--- src/rtl/rv32i_mc_control.sv ---
// Multicycle RV32I control FSM: sequences fetch/decode/execute/memory states
// and drives every datapath select, load enable and memory handshake.
module rv32i_mc_control #(
  parameter int NUM_STATE_BITS = 4
) (
  input  logic       clk,
  input  logic       rst,
  input  logic [6:0] opcode,
  input  logic [2:0] funct3,
  input  logic [6:0] funct7,
  input  logic       br_en,
  input  logic [1:0] mar_lsb,
  input  logic       mem_resp,
  output logic       load_pc,
  output logic       load_ir,
  output logic       load_regfile,
  output logic       load_mar,
  output logic       load_mdr,
  output logic       load_data_out,
  output logic [1:0] pcmux_sel,
  output logic       marmux_sel,
  output logic       cmpmux_sel,
  output logic       alumux1_sel,
  output logic [2:0] alumux2_sel,
  output logic [3:0] regfilemux_sel,
  output logic [2:0] aluop,
  output logic [2:0] cmpop,
  output logic       mem_read,
  output logic       mem_write,
  output logic [3:0] mem_byte_enable
);

  localparam logic [6:0] OP_LUI   = 7'b0110111;
  localparam logic [6:0] OP_AUIPC = 7'b0010111;
  localparam logic [6:0] OP_JAL   = 7'b1101111;
  localparam logic [6:0] OP_JALR  = 7'b1100111;
  localparam logic [6:0] OP_BR    = 7'b1100011;
  localparam logic [6:0] OP_LOAD  = 7'b0000011;
  localparam logic [6:0] OP_STORE = 7'b0100011;
  localparam logic [6:0] OP_IMM   = 7'b0010011;
  localparam logic [6:0] OP_REG   = 7'b0110011;

  localparam logic [2:0] ALU_ADD = 3'b000;
  localparam logic [2:0] ALU_SRA = 3'b010;
  localparam logic [2:0] ALU_SUB = 3'b011;
  localparam logic [2:0] ALU_SRL = 3'b101;

  // IMM and REG share one execute state (outputs split on opcode); ST2 and
  // ILLEGAL share ADV_PC since both only advance the PC.
  typedef enum logic [NUM_STATE_BITS-1:0] {
    S_FETCH1, S_FETCH2, S_FETCH3, S_DECODE, S_ALU, S_LUI, S_AUIPC, S_BR,
    S_JAL, S_JALR, S_CALC_ADDR, S_LD1, S_LD2, S_ST1, S_ADV_PC
  } state_e;

  state_e state_q, state_d;
  logic   is_imm;
  logic   unused_funct7;

  assign is_imm        = (opcode == OP_IMM);
  assign unused_funct7 = ^{funct7[6], funct7[4:0]};

  always_ff @(posedge clk) begin
    if (rst) state_q <= S_FETCH1;
    else     state_q <= state_d;
  end

  always_comb begin
    state_d         = state_q;
    load_pc         = 1'b0;
    load_ir         = 1'b0;
    load_regfile    = 1'b0;
    load_mar        = 1'b0;
    load_mdr        = 1'b0;
    load_data_out   = 1'b0;
    pcmux_sel       = 2'b00;
    marmux_sel      = 1'b0;
    cmpmux_sel      = 1'b0;
    alumux1_sel     = 1'b0;
    alumux2_sel     = 3'b000;
    regfilemux_sel  = 4'd0;
    aluop           = funct3;
    cmpop           = funct3;
    mem_read        = 1'b0;
    mem_write       = 1'b0;
    mem_byte_enable = 4'b1111;
    unique case (state_q)
      S_FETCH1: begin
        load_mar = 1'b1;
        state_d  = S_FETCH2;
      end
      S_FETCH2: begin
        mem_read = 1'b1;
        load_mdr = 1'b1;
        if (mem_resp) state_d = S_FETCH3;
      end
      S_FETCH3: begin
        load_ir = 1'b1;
        state_d = S_DECODE;
      end
      S_DECODE: begin
        unique case (opcode)
          OP_LUI:             state_d = S_LUI;
          OP_AUIPC:           state_d = S_AUIPC;
          OP_JAL:             state_d = S_JAL;
          OP_JALR:            state_d = S_JALR;
          OP_BR:              state_d = S_BR;
          OP_LOAD, OP_STORE:  state_d = S_CALC_ADDR;
          OP_IMM, OP_REG:     state_d = S_ALU;
          default:            state_d = S_ADV_PC;
        endcase
      end
      S_ALU: begin
        load_regfile = 1'b1;
        load_pc      = 1'b1;
        alumux2_sel  = is_imm ? 3'b000 : 3'b101;
        unique case (funct3)
          3'b010: begin
            cmpmux_sel     = is_imm;
            cmpop          = 3'b100;
            regfilemux_sel = 4'd1;
          end
          3'b011: begin
            cmpmux_sel     = is_imm;
            cmpop          = 3'b110;
            regfilemux_sel = 4'd1;
          end
          3'b101:  aluop = funct7[5] ? ALU_SRA : ALU_SRL;
          3'b000:  if (!is_imm && funct7[5]) aluop = ALU_SUB;
          default: ;
        endcase
        state_d = S_FETCH1;
      end
      S_LUI: begin
        regfilemux_sel = 4'd2;
        load_regfile   = 1'b1;
        load_pc        = 1'b1;
        state_d        = S_FETCH1;
      end
      S_AUIPC: begin
        alumux1_sel  = 1'b1;
        alumux2_sel  = 3'b001;
        aluop        = ALU_ADD;
        load_regfile = 1'b1;
        load_pc      = 1'b1;
        state_d      = S_FETCH1;
      end
      S_BR: begin
        alumux1_sel = 1'b1;
        alumux2_sel = 3'b010;
        aluop       = ALU_ADD;
        load_pc     = 1'b1;
        pcmux_sel   = br_en ? 2'b01 : 2'b00;
        state_d     = S_FETCH1;
      end
      S_JAL, S_JALR: begin
        regfilemux_sel = 4'd4;
        load_regfile   = 1'b1;
        load_pc        = 1'b1;
        aluop          = ALU_ADD;
        if (state_q == S_JAL) begin
          alumux1_sel = 1'b1;
          alumux2_sel = 3'b100;
          pcmux_sel   = 2'b01;
        end else begin
          pcmux_sel   = 2'b10;
        end
        state_d = S_FETCH1;
      end
      S_CALC_ADDR: begin
        aluop      = ALU_ADD;
        marmux_sel = 1'b1;
        load_mar   = 1'b1;
        if (opcode == OP_LOAD) begin
          state_d = S_LD1;
        end else begin
          alumux2_sel   = 3'b011;
          load_data_out = 1'b1;
          state_d       = S_ST1;
        end
      end
      S_LD1: begin
        mem_read = 1'b1;
        load_mdr = 1'b1;
        if (mem_resp) state_d = S_LD2;
      end
      S_LD2: begin
        unique case (funct3)
          3'b000:  regfilemux_sel = 4'd5;
          3'b001:  regfilemux_sel = 4'd7;
          3'b100:  regfilemux_sel = 4'd6;
          3'b101:  regfilemux_sel = 4'd8;
          default: regfilemux_sel = 4'd3;
        endcase
        load_regfile = 1'b1;
        load_pc      = 1'b1;
        state_d      = S_FETCH1;
      end
      S_ST1: begin
        mem_write = 1'b1;
        unique case (funct3)
          3'b000:  mem_byte_enable = 4'b0001 << mar_lsb;
          3'b001:  mem_byte_enable = 4'b0011 << {mar_lsb[1], 1'b0};
          default: mem_byte_enable = 4'b1111;
        endcase
        if (mem_resp) state_d = S_ADV_PC;
      end
      S_ADV_PC: begin
        load_pc = 1'b1;
        state_d = S_FETCH1;
      end
      default: state_d = S_FETCH1;
    endcase
  end

endmodule
--- config.mk ---
export PLATFORM = sky130hd
export DESIGN_NAME = rv32i_mc_control
export DESIGN_NICKNAME = d
export VERILOG_FILES = /design/src/rtl/rv32i_mc_control.sv
export SDC_FILE = /design/constraint.sdc
export NUM_CORES = 1
export LEC_CHECK = 0
export ABC_AREA = 1
export BUFFER_PORTS_ARGS = -buffer_cell sky130_fd_sc_hd__buf_2
export CORE_MARGIN = 2
export CORE_UTILIZATION = 41
export CTS_CLUSTER_DIAMETER = 80
export DETAILED_ROUTE_END_ITERATION = 6
export HOLD_SLACK_MARGIN = 0.15
export PLACE_DENSITY = 0.86
export SLEW_MARGIN = 20
export SYNTH_ARGS = -nofsm -noshare
export SYNTH_HDL_FRONTEND = slang
export SYNTH_SLANG_ARGS = --single-unit
--- constraint.sdc ---
create_clock -name clk -period 1.7 [get_ports clk]
set_input_delay 0.085 -clock clk [delete_from_list [all_inputs] [get_ports clk]]
set_output_delay 0.085 -clock clk [all_outputs]
set_load 0.02 [all_outputs]
Word level (Yosys, flattened, before mapping)
Cells that the tools add are included.
W data, S select, Z words.
{"block": "op_classes", "n_addsub": 0, "n_mul": 0, "div_mod_pow": 0, "order_cmp": 0, "eq_ne": 31, "n_shift": 2, "muxes": 37, "bitwise": 0, "n_reduce_logical": 15}
{"op": "$pmux W4 S7", "count": 2}
{"op": "$pmux W4 S4", "count": 2}
{"op": "$eq A4 B4 Y1 const B", "count": 7}
{"op": "$eq A7 B6 Y1 const B", "count": 3}
{"op": "$eq A7 B7 Y1 const B", "count": 3}
{"op": "$mux W3", "count": 6}
{"op": "$pmux W3 S2", "count": 3}
{"op": "$eq A4 B3 Y1 const B", "count": 4}
{"op": "$mux W4", "count": 4}
{"op": "$pmux W3 S5", "count": 1}
{"op": "$eq A7 B5 Y1 const B", "count": 2}
{"op": "$mux W1", "count": 14}
{"op": "$reduce_or A2 Y1", "count": 7}
{"op": "$eq A4 B2 Y1 const B", "count": 2}
{"op": "$pmux W4 S2", "count": 1}
{"op": "$reduce_or A8 Y1", "count": 1}
{"op": "$eq A7 B2 Y1 const B", "count": 1}
{"op": "$eq A3 B2 Y1 const B", "count": 2}
{"op": "$eq A3 B3 Y1 const B", "count": 2}
{"op": "$ne A2 B2 Y1 const B", "count": 3}
{"op": "$reduce_or A6 Y1", "count": 1}
{"op": "$reduce_or A5 Y1", "count": 1}
{"op": "$eq A4 B1 Y1 const B", "count": 1}
{"op": "$logic_not A4 Y1", "count": 1}
{"op": "10 further kinds", "count": 11}
{"block": "totals", "ff_bits": 4, "latchBits": 0, "ramBits": 0, "romBits": 0, "input_bits": 23, "output_inout_bits": 30, "elab_cells": 86, "memories": 0}

Depth between registers and ports, before layout
Gate-level depths: netlist (run 1).
{"block": "depth", "depth_word": 6, "ltp_mapped": 11, "ltp_nobuf": 11}

Worst setup path after synthesis (run 1)
Ideal clock, no wire load.
{"block": "synth_timing", "path_kind": "flip-flop to output port", "start": "register state_q[3]", "end": "output port mem_read", "arrival_time_ns": 1.525, "required_ns": 1.615, "slack_ns": 0.090, "stages_incl_launch_ff": 6, "path_buffers": 1, "path_cell_list": "dfxtp_1 -> inv_2 -> nor2_4 -> inv_1 -> o21ai_0 -> buf_4"}
{"block": "synth_via", "elab_chain_cells": 3, "elab_cells_between_ends": 4, "classes_between": "eq/ne: 2; mux: 1; reduce/logical: 1"}
{"element": "from (decl)", "line": "55", "source": "state_e state_q, state_d;"}
{"element": "from (signal assigned)", "line": "64", "source": "else state_q <= state_d;"}
{"element": "$eq A4 B4 Y1 or $eq A4 B1 Y1 (tied branches)"}
{"element": "$reduce_or A2 Y1 (no line) *"}
{"element": "$mux W1 *"}
{"element": "to (decl)", "line": "28", "source": "output logic mem_read,"}
Every way passes the cells marked *; elsewhere a longest branch is shown, timed or not.

Worst setup path in the final report (run 1)
{"block": "layout_timing", "start": "register state_q[2]", "end": "output port aluop[0]"}
{"block": "layout_via", "elab_chain_cells": 3, "elab_cells_between_ends": 8, "classes_between": "eq/ne: 6; mux: 1; reduce/logical: 1"}
{"element": "$eq A4 B4 Y1 or $eq A4 B3 Y1 (tied branches)", "line": "86", "source": "unique case (state_q)"}
{"element": "$reduce_or A5 Y1 (no line)"}
{"element": "$pmux W3 S2 *", "line": "86"}
{"element": "to (decl)", "line": "26", "source": "output logic [2:0] aluop,"}
Marked as above.

==> results by stage, run 1 <==
Logic synthesis:
- The mapped cell area is 781 µm².
- After synthesis, flip-flops and latches occupy 10.3% of the total area.
- The parity-gate share of the synthesized area counting xor and xnor cells is 0%.
- The Yosys step of the flow raised 0 warnings.
- The compound-cell area share of the yosys netlist is 20.4%.
- Dividing the synthesized area by the synthesized cell count gives 5.00 µm².
- Summing the areas of all and, or, nand and nor instances in the mapped netlist gives 52.9% of the synthesized area.
- After synthesis, the largest family of logic cells by area is simple AND/OR/NAND/NOR gates.
- The portion of synthesized area spent on multiplexers is 0%.
- After Yosys synthesis, full adders, half adders and majority gates account for 0% of the synthesized area.
- After synthesis, the netlist uses 26 different library cells.
- The number of nets in the synthesized netlist is 179.
- Counting flops and latches in the post-synthesis netlist gives 4.
- After technology mapping, the gate count stands at 156.

Timing:
- Based on the critical path, the design can be clocked at up to 645 MHz.
- The routed design could run at a clock period as short as 1.55 ns.
- The final critical-path share of the clock period is 91.3%.
- The clock skew after layout is between 0.0015 and 0.002 ns.
- Setup repair after global routing left no endpoint under its margin.
- The number of hold violations in the final report is 0.
- The final number of max-transition violations was 0.
- Setup violations remaining at the end of the flow were counted as 0.
- Headroom to the max-slew limit came out at roughly 77%.
- The slew at the pin closest to its max-slew limit is 0.337 ns.
- The final hold slack is 0.153 ns.
- The accumulated negative setup slack is 0 ns.

Worst setup path:
- The worst reg2reg path endpoint is state_q[0].
- Measured in cells, the most critical reg-to-reg path has a length of 9.
- The slowest stage of the critical path is the dfxtp_1 cell.
- The maximum fanout count along the critical path is 6.
- The worst setup path is launched from a flip-flop.
- The largest incremental delay on the critical path is 0.30 ns.
- The critical path goes through buf_4 -> nor2_4 -> nand2_1 -> nand3_1 -> o22ai_1 -> buf_2.
- The flop-to-flop setup slack is 0.42 ns.
- The type of element capturing the critical path is a primary output.
- The critical path class is reg -> out.
- The critical path required time is 1.62 ns.
- The critical path arrival is 1.47 ns.
- The worst register-to-register path begins at state_q[1].

Global route:
- The largest net degree at the start of global routing is 8.
- The first global-routing pass estimated 3450 µm of wire.
- The initial antenna violation count came to 0.
- The via count of the first global-routing pass is 904.
- The overflow left after global routing is 0.
- Global routing consumed, over all layers together, 20.8% of the routing resources.

Detailed routing:
- The via count of the routed design is 1126.
- The first routing iteration left 20 violations.
- The number of nets with antenna violations after routing is 0.
- In the routed design, unresolved DRC markers number 0.
- For this run, the detailed router's first-pass iteration total came to 4.
- The final routed wirelength across all metal layers is 2210 µm.
- Dividing the detail-routed wire length by the instance count gives between 9 and 10 µm.
- After detailed routing, the number of vias per cell comes to 4.87.

Hold path:
- The number of cells traversed by the worst hold path is 4.
- In this run the worst hold path is classified as in -> reg.
- The startpoint identified for the worst hold timing path is mem_resp.
- For hold timing, the worst endpoint is state_q[2].

Floorplanning:
- The area of the core is 1760 µm².
- The top-level I/O count is 53.
- The die area is 2270 µm².
- The number of rows in the core area is 15.
- The die is 47.6 µm tall.
- The die width is 47.6 µm.
- The effective utilization at floorplan is between 40% and 50%.

Finish:
- The net total in the final layout is 231.
- The multi-input combinational cells in the finished layout cover a total of 577 µm².
- Across the whole layout, storage elements account for slightly above 80 µm².
- In the final layout, the registers with the most flip-flops are state_q x4.
- state_q holds more flip-flops than any other register.
- The register with the most flip-flops in the layout has 4 of them.
- After filler insertion, the fill cell instance count of the layout stands at 198.
- The total inserted antenna cells is 0.
- The layout cell share with drive strength beyond 1 is 31.1%.
- The relative area change from synthesis to final layout is 38.6%.

Clocking:
- After clock tree synthesis, the clock-pin slew on the worst setup and hold paths is 0.04 ns.
- The number of clock buffers added by TritonCTS is 3.
- The clock tree root driver cell is clkbuf_4.
- The maximum count of clock buffers along a single path is 2.
- The maximum level of the CTS H-tree is 1.
- The post-CTS setup buffer count is 0.
- TritonCTS built the clock tree.
- The clock reaches the later pin of the worst-skew pair after 0.23 ns.
- Counting every sink on the clock net gives 4.

Run status:
- The flow ran to the end, and the final reports show no timing, DRC or antenna violations.

Power and ir drop:
- The analysis attributes to cell leakage a power of 0.000679 µW.
- In this run the power density over the cells is 926 nW/µm².
- The maximum ir drop on the vdd rail is 0.814 mV.
- The design draws 1000 µW.

Run:
- The reported max-cap violation count is 0.

Place:
- The final estimated routing congestion in global placement is 0.910.
- The sum of net half-perimeters after detailed placement is 1840 µm.
- The number of buffers added on ports is between 40 and 50.
[cells in the final DEF (no fill, tap or decap), types with 2 or more instances in the layout]
cell | synthesis | routed
o31ai_1 | 2 | 2
dfxtp_1 | 4 | 2
nand2_1 | 40 | 40
dfxtp_2 | 0 | 2
a21oi_1 | 3 | 3
nor3_2 | 1 | 2
nor2_2 | 2 | 2
nor2_1 | 25 | 25
nand2_2 | 2 | 2
buf_2 | 0 | 46
clkbuf_4 | 0 | 3
nand3_1 | 13 | 13
nor2_4 | 2 | 2
inv_1 | 30 | 30
o21ai_0 | 15 | 15
nand4_1 | 3 | 3
[synth_stat cells]
master	instances	share of area (%)
a21oi_1	3	1.9
a21oi_2	1	1.1
a31oi_1	1	0.80
buf_4	1	0.96
clkinv_2	1	0.64
dfxtp_1	4	10
inv_1	30	14
inv_2	1	0.48
nand2_1	40	19
nand2_2	2	1.6
nand2_4	1	1.4
nand3_1	13	8.3
nand4_1	3	2.4
nor2_1	25	12
nor2_2	2	1.6
nor2_4	2	2.9
nor3_1	2	1.3
nor3_2	1	1.3
nor4_1	1	0.80
o2111ai_1	1	1.1
o211ai_1	1	0.96
o21a_1	1	0.96
o21ai_0	15	9.6
o22ai_1	1	0.80
o31ai_1	2	1.9
o32ai_1	1	1.1
[stage by stage]
| stage | setup slack (ns) | cells | instance area [µm²] | util (%) |
|---|---|---|---|---|
| 4_1_cts | 0.0728 | 231 | 1070 | 60.9 |
| 6_report | 0.149 | 231 | 1080 | 61.3 |
| 5_1_grt | 0.0319 | 231 | 1080 | 61.3 |
| 3_3_place_gp | 0.350 | 227 | 1040 | 59.1 |
| 2_1_floorplan | 0.0899 | 156 | 781 | - |
| 3_5_place_dp | 0.338 | 227 | 1040 | 59.1 |
[kinds of logic after synthesis]
family,count (synthesis)
compound gates,27
buf+inv,33
flops,4
simple gates,92
[per-layer routing]
| metal | track usage (%) | wire length, µm | up-vias |
|---|---|---|---|
| met5 | 0 | 0 | - |
| met4 | 8.65 | 19 | 0 |
| met3 | 1.51 | 142 | 2 |
| met2 | 33.2 | 978 | 48 |
| met1 | 28.8 | 1070 | 476 |
| li1 | - | - | 600 |
[layout make-up]
type	count	area share [%]
clock buffers	3	2.08
well taps	25	2.89
multi-input cells	119	53.3
flip-flops and latches	4	7.63
repair buffers	48	22.9
inverters	32	11.2
[critical path: cells and delay by family (launching register included)]
kind | cells | cell delay (ns)
buffers and inverters | 2 | 0.32
and+or+nand+nor | 3 | 0.52
DFF | 1 | 0.30
AOI/OAI and AO/OA | 1 | 0.10
[repair_timing]
item | 4_1_cts | 5_1_grt
endpoints found under the setup margin | 0 | 4
gates resized for setup | 0 | 3
hold endpoints to repair | 4 | 0
hold buffers | 1 | 0
[worst max-delay path by stage]
stage,from,end,slack [ns],depth (start not counted)
final,state_q[2],aluop[0],0.15,6
after global routing,state_q[1],regfilemux_sel[0],0.03,6
after CTS,state_q[3],aluop[0],0.07,6
after detailed placement,state_q[3],aluop[0],0.34,6
after global placement,state_q[0],cmpmux_sel,0.35,6
after floorplan,state_q[3],mem_read,0.09,5
[report_power, final]
part	switching (µW)	internal (µW)	leakage, µW
clock network	38.7	79.0	0.0000138
registers	41.0	129	0.0000335
logic	475	239	0.000632
total	555	447	0.000679
Power figures use the tool's default switching activity.
==> inputs of run 2 (changes only) <==
- CORE_MARGIN: 2 -> 4
- clock period: 1.7 -> 1.5 ns (I/O delays scaled with it)
==> run 2 against run 1 <==
Sequential share of layout area is 0.16 points lower. First-iteration DRC count up 45%. Highest routed layer unchanged. Largest power group unchanged. Non-clock buffer count up 4.
==> results by stage, run 2 (same netlist as run 1, synthesis figures left out) <==
Run status:
- The run finished with clean final reports.

Run:
- The reported max-cap violation count is 0.

Floorplanning:
- After floorplanning, the core was sized to cover 1760 µm².
- The die covers 2670 µm².
- Measured along the x axis, the die boundary spans 51.6 µm.
- During I/O placement, the number of pins put on the boundary was 53.
- The effective utilization at floorplan is 44.3%.
- In this run the vertical extent of the chip is 51.6 µm.
- The number of rows in the core area is 15.

Power and ir drop:
- VDD sags by at most 1.06 mV.
- The clock network power share is ~10%.
- The total power per unit cell area is 1080 nW/µm².
- In this run the power spent charging and discharging nets is 692 µW.
- The total design power is approximately 1300 µW.
- Of the total power, combinational logic draws 73.4%.
- Sequential cells burn 16.6% of the power.
- The internal power component is 594 µW.
- Net switching is between 50% and 60% of the power.
- The analysis attributes to cell leakage a power of 0.000717 µW.

Worst setup path:
- The critical path buffer and inverter count is 2.
- The depth of the worst register-to-register path is 9.
- The kind of start point of the critical path is a flip-flop.
- By startpoint and endpoint, the worst setup path is classified as reg -> out.
- The setup check on the worst reg-to-reg path leaves a slack of 0.21 ns.
- For the worst setup path, the data arrival time is 1.37 ns.
- The maximum fanout count along the critical path is 5.
- The kind of cell with the highest combined delay along the critical path is flip-flops.
- On the worst path, the slowest cell contributes a delay of 0.35 ns.
- For the worst setup path, the data required time is 1.42 ns.
- The signal on the critical path passes through nor2_2 -> nand2_2 -> inv_1 -> o21ai_0 -> a21oi_2 -> buf_4.
- The critical path crosses 6 cells after its start point.
- The worst setup path is captured at a primary output.
- The slowest stage cell on the critical path is dfxtp_4.

Global route:
- After global routing, the most crowded layer is met2.
- Global routing finished with a remaining overflow of 0.
- Global routing consumed, over all layers together, slightly below 20% of the routing resources.
- The initial antenna violation count is 0.
- Entering global routing, the biggest net connects 8 pins.
- The via count of the first global-routing pass is approximately 1000.
- The met2 track demand over resource in global routing is 32.6%.
- The routing usage on met1 is between 20% and 30%.
- The global routing met3 resource utilization is 1.15%.
- The wire length of the first global-routing pass is 4170 µm.

Finish:
- The filler cell count is 182.
- The register with the most flip-flops in the layout has 4 of them.
- The area growth from synthesis to layout is 52.2%.
- The largest registers in the layout are state_q x4.
- Leaving out fill and tap cells, the most frequent cell in the layout is buf_2.
- The layout cell share with drive strength beyond 1 is 38.6%.
- After the last flow step, the layout net total stands at 235.
- In the layout the commonest cells are 41 x buf_2, 36 x nand2_1, 29 x inv_1.
- Excluding fillers, the count of instances in the completed layout stands at 235.
- The register ranked first by flip-flop count is state_q.
- The total inserted antenna cells is 0.

Timing:
- The total setup violations reported at the end of the flow is 0.
- The final hold slack is approximately 0.38 ns.
- Setup total negative slack on the finished layout was measured at 0 ns.
- The number of hold violations in the final report is 0.
- The final number of max-transition violations is 0.
- The worst slew margin relative to its limit is 79.6%.
- Setup repair after global routing could not meet its margin everywhere.
- The clock skew after layout is between 0.0015 and 0.002 ns.
- For the pin with the worst max-slew slack, the measured transition is 0.303 ns.
- The final critical delay including setup and external delays is 1.45 ns.
- The upper clock frequency limit is between 600 and 700 MHz.
- The final critical-path share of the clock period is between 90 and 100%.

Hold path:
- The worst hold path belongs to the class in -> reg.
- The number of cells traversed by the worst hold path is 6.

Detailed routing:
- Using the TritonRoute via totals, the vias-per-cell ratio works out to approximately 5.0.
- The routed length per instance is 10.9 µm.
- After detailed routing, the number of remaining DRC violations is 0.
- For this block, the routed nets add up to ~2600 µm of wire.
- The violation count after the first detailed-routing iteration is 29.
- The pre-antenna-repair detailed-routing pass consisted of 4 iterations.
- The routed layout has between 1000 and 1500 vias.
- The number of nets with antenna violations after routing is 0.

Clocking:
- The clock slew at the register clock pins of the worst setup and hold paths is 0.04 ns.
- Clock tree synthesis inserted a total of 3 buffers.
- The maximum level of the CTS H-tree is 1.
- Counting every sink on the clock net gives 4.
- The CTS tree is built.
- The maximum count of clock buffers along a single path is 2.
- The cell sitting at the root of the clock tree is a clkbuf_4.
- The later pin in the worst-skew pair is clocked with a latency of 0.23 ns.

Place:
- In this run the tool buffered the top-level ports with 46 buffer cells.
- The sum of net half-perimeters after detailed placement is 2000 µm.
- The congestion estimate from routability-driven global placement came to 0.856.
- The number of cells after detailed placement is around 230.
## run 2: cell types whose count changed in the layout (fill, tap and decap cells not counted), sizes merged
cell / delta
dlygate4sd3: +1
buf: +3
## run 2: cell type report
type                       count  area, µm²  area share [%]
multi-input combinational    119        632            53.2
timing repair buffer          52        293            24.6
inverter                      32        121            10.2
sequential                     4       88.8            7.47
tap                           25       31.3            2.63
clock buffer                   3       22.5            1.89
## run 2: worst min-delay path: stages
cell and delay [ns]:
buf_2 0.11, nor4_1 0.06, o21ai_0 0.16, nand3_1 0.08
nand2_1 0.06, inv_1 0.03
## run 2: path summary, 6_finish.rpt
kind                                 start    endpoint
worst max register to register  state_q[1]  state_q[0]
worst min register to register  state_q[3]  state_q[2]
worst min-delay path             opcode[6]  state_q[0]
worst max-delay path            state_q[0]    aluop[2]
## run 2: layer usage
layer / part of all wire, % / wire (µm)
met4: 1.3 / 34
met3: 6.2 / 158
met2: 48 / 1230
met5: 0 / 0
met1: 44 / 1140
## run 2: what timing repair did
item                                   in CTS  in global routing
hold buffers                                2                  0
buffers inserted                            0                  2
resized for setup                           7                 21
pin swaps                                   0                  3
setup endpoints to repair                   9                 18
endpoints found under the hold margin       4                  0
## run 2: through the flow
step	cell area (µm²)	worst slack, ns	util, %
final	1190	0.0518	67.4
after global routing	1190	-0.0332	67.4
after CTS	1110	0.00975	63.2
after detailed placement	1050	0.129	59.8
after global placement	1050	0.182	59.8
after floorplan	786	0.107	-
## run 2: power groups by stage
| stage | clock network [µW] | logic (µW) | registers, µW |
|---|---|---|---|
| finish | 129 | 943 | 213 |
| global route | 139 | 1040 | 222 |
| CTS | 137 | 872 | 198 |
| detailed placement | 0 | 850 | 194 |
| global placement | 0 | 841 | 194 |
| floorplan | 0 | 614 | 189 |
==> inputs of run 3 (changes only) <==
- CORE_UTILIZATION: 41 -> 37
- PLACE_DENSITY: 0.86 -> 0.82
- clock period: 1.5 -> 1.19 ns (I/O delays scaled with it)
==> run 3 against run 2 <==
The flow now finishes with violations (setup timing). Worst hold slack gained 0.097 ns. Cell area grew 54%. First-iteration DRC count grew to 6.7 times the previous value. Register-to-register slack lost 0.44 ns. Sequential cell count is the same. Largest cell class unchanged. Worst setup slack lost 0.50 ns. Sequential power grew 60%. Clock-buffer cell count is the same. Sequential share of layout area shrank 2.4 points. Highest routed layer unchanged. Largest power group unchanged. Total power grew 110%. Wire length grew 130%. Die area grew 9.1%.
==> results by stage, run 3 (same netlist as run 1, synthesis figures left out) <==
Timing:
- Setup repair after global routing could not meet its margin everywhere.
- The final critical delay including setup and external delays is 1.63 ns.
- Timing would allow up to approximately 600 MHz.
- The final hold slack is 0.482 ns.
- The clock skew after layout is 0.00732 ns.
- Setup violations remaining at the end of the flow were counted as 34.
- The final critical-path share of the clock period is 137%.
- The slew at the pin closest to its max-slew limit is 0.516 ns.
- The smallest setup slack after layout is -0.444 ns.
- In this run the tightest slew margin relative to its limit is 65.2%.
- The final number of max-transition violations is 0.
- The number of hold violations in the final report is 0.

Detailed routing:
- The final routed wirelength across all metal layers is 5970 µm.
- The remaining routing DRC violations is 0.
- Dividing the detail-routed via count by the number of cells gives about 6.5.
- The routed length per instance is about 22 µm.
- In this run, the number of DRC markers left after iteration 0 of detailed routing was 193.
- The count of nets left with antenna violations once routing finished came out at 0.
- For this run, the detailed router's first-pass iteration total came to 5.
- The via count of the routed design is between 1500 and 2000.

Global route:
- In the global route stage, met1 resource usage came out at approximately 34%.
- The wire length of the first global-routing pass is 6920 µm.
- The global routing met3 resource utilization is 9.70%.
- The largest net degree at the start of global routing is 8.
- Global routing used around a third of the available tracks.
- The via count of the first global-routing pass is 1475.
- Global routing used 58.9% of the available met2 tracks.
- The initial antenna violation count is 0.
- The layer with the highest usage after global routing is met2.
- Global routing finished with a remaining overflow of 0.

Run:
- The reported max-cap violation count is 0.

Floorplanning:
- The die area is 2910 µm².
- For this configuration, the core starts out at a cell density of about 40%.
- In this run the core area contains 16 standard-cell rows.
- From left edge to right edge, the die measures 53.9 µm.
- The area of the core is slightly below 2000 µm².
- The top-level I/O count is 53.
- From bottom edge to top edge, the die measures 53.9 µm.

Worst setup path:
- In this run the critical register-to-register path is launched from state_q[3].
- The start point of the critical path is opcode[2].
- The worst reg2reg path endpoint is state_q[1].
- STA classifies the critical path endpoint as a primary output.
- The critical path arrival is 1.57 ns.
- For the worst flop-to-flop path, the logic depth is 8.
- The kind of start point of the critical path is an input pin.
- The worst setup path is of the in -> out kind.
- The flop-to-flop setup slack is -0.23 ns.
- The maximum fanout count along the critical path is 4.
- The critical path required time is ~1.1 ns.

Hold path:
- The worst hold path belongs to the class in -> reg.
- The worst hold path was traced through 6 stages.
- The startpoint identified for the worst hold timing path is opcode[6].
- The path with the worst hold slack has its endpoint at state_q[0].

Finish:
- The flip-flop count of the largest register, all copies and words added is 4.
- In the layout the commonest cells are 34 x buf_6, 29 x buf_4, 28 x nand2_1.
- The total inserted antenna cells is 0.
- After the last flow step, the layout net total stands at 269.
- Relative to the synthesized area, the layout overhead comes to 135%.
- The finished cells cover 1830 µm².
- The filler cells instantiated in the layout total a little under 80.
- The end-of-flow core utilization is between 90% and 100%.
- Counting flops per register, the top entry is state_q.
- The leading cell type in the layout, fill and taps excluded is buf_6.
- The layout cell share with drive strength beyond 1 is 60.7%.
- The largest registers in the layout are state_q x4.

Power and ir drop:
- VDD sags by at most ~1.9 mV.
- Registers are responsible for 12.6% of the overall power.
- The internal power component is between 1000 and 1500 µW.
- Of the total power, the share spent switching nets is 52.2%.
- The static power due to leakage is 0.000989 µW.
- Per report_power, the clock group accounts for 6.4% of the total.
- Dividing total power by cell area gives a power density of 1480 nW/µm².
- Per report_power, the combinational group accounts for 81.0% of the total.
- For this design the total switching power over the nets is 1420 µW.

Clocking:
- The clock slew at the register clock pins of the worst setup and hold paths is 0.04 ns.
- CTS built an H-tree with a depth of 1.
- The clock tree root driver cell is clkbuf_4.
- The clock net sink count is 4.
- The latest clock arrival within the worst-skew pair is 0.24 ns.
- The number of CTS-inserted buffers is 3.
- The maximum count of clock buffers along a single path is 2.
- The CTS tree is built.

Place:
- The placed instances occupy a cell area of 1260 µm².
- The number of buffers added on ports is 46.
- Timing analysis after detailed placement gives a worst setup slack of -0.108 ns.
- At the end of routability-driven placement, the weighted congestion stood at 0.864.
- Detailed placement finished with a half-perimeter wire length of around 2300 µm.

Run status:
- The final reports fail on setup timing.
- The run finished, with violations left.
==> run 3: cell count changes in the layout (fill, tap and decap cells not counted), moves of 4 or more <==
cell     delta
buf_2      -20
o21ai_0     -6
buf_6      +34
nand2_4     +6
nand3_1     -4
buf_4      +20
nand3_2     +4
inv_2       +4
nand2_1     -8
inv_1       -7
nor2_4      +4
==> run 3: power groups by stage <==
stage	clock, µW	sequential, µW	combinational (µW)
final	174	341	2200
after global placement	0	241	1320
after floorplan	0	240	808
after detailed placement	0	245	1340
after global routing	192	336	2290
after CTS	175	305	1720
==> run 3: worst max-delay path: stages <==
cell	delay (ns)
buf_2	0.12
nor2_1	0.34
nand4_1	0.24
nand2_1	0.15
nand2_1	0.10
nand2_1	0.11
nand2_1	0.06
o21ai_0	0.11
o22ai_2	0.11
buf_4	0.17
==> run 3: worst max-delay path by stage <==
stage / slack (ns) / depth (start not counted) / endpoint
after CTS: -0.22 / 7 / cmpmux_sel
after detailed placement: -0.11 / 7 / aluop[0]
after global routing: -0.70 / 10 / aluop[0]
after global placement: -0.08 / 8 / state_q[1]
after floorplan: -0.1 / 7 / state_q[0]
final: -0.44 / 10 / aluop[0]
==> run 3: layer usage <==
| layer | up-vias | part of all wire [%] |
|---|---|---|
| li1 | 682 | - |
| met1 | 757 | 30 |
| met2 | 224 | 45 |
| met3 | 90 | 14 |
| met4 | 0 | 10 |
| met5 | - | 0 |
==> run 3: what timing repair did <==
| action | in CTS | in global routing |
|---|---|---|
| resized for setup | 93 | 36 |
| setup buffers | 9 | 6 |
| endpoints found under the hold margin | 4 | 0 |
| setup endpoints to repair | 34 | 34 |
| pin swaps | 19 | 8 |
| hold buffers | 2 | 0 |
==> run 3: stage by stage <==
step | instances | setup TNS (ns) | total power (µW)
global route | 271 | -10.71 | 2820
global placement | 253 | -0.578 | 1570
detailed placement | 253 | -0.914 | 1590
floorplan | 156 | -0.218 | 1050
finish | 271 | -9.07 | 2710
CTS | 265 | -4.90 | 2200
==> run 3: final cells by class <==
type                            instances  area (µm²)  share of cell area [%]
Timing Repair Buffer                   86         726                    39.6
Tap cell                               27        33.8                    1.84
Sequential cell                         4        92.6                    5.05
Inverter                               32         133                    7.24
Clock buffer                            3        22.5                    1.23
Multi-Input combinational cell        119         825                    45.0
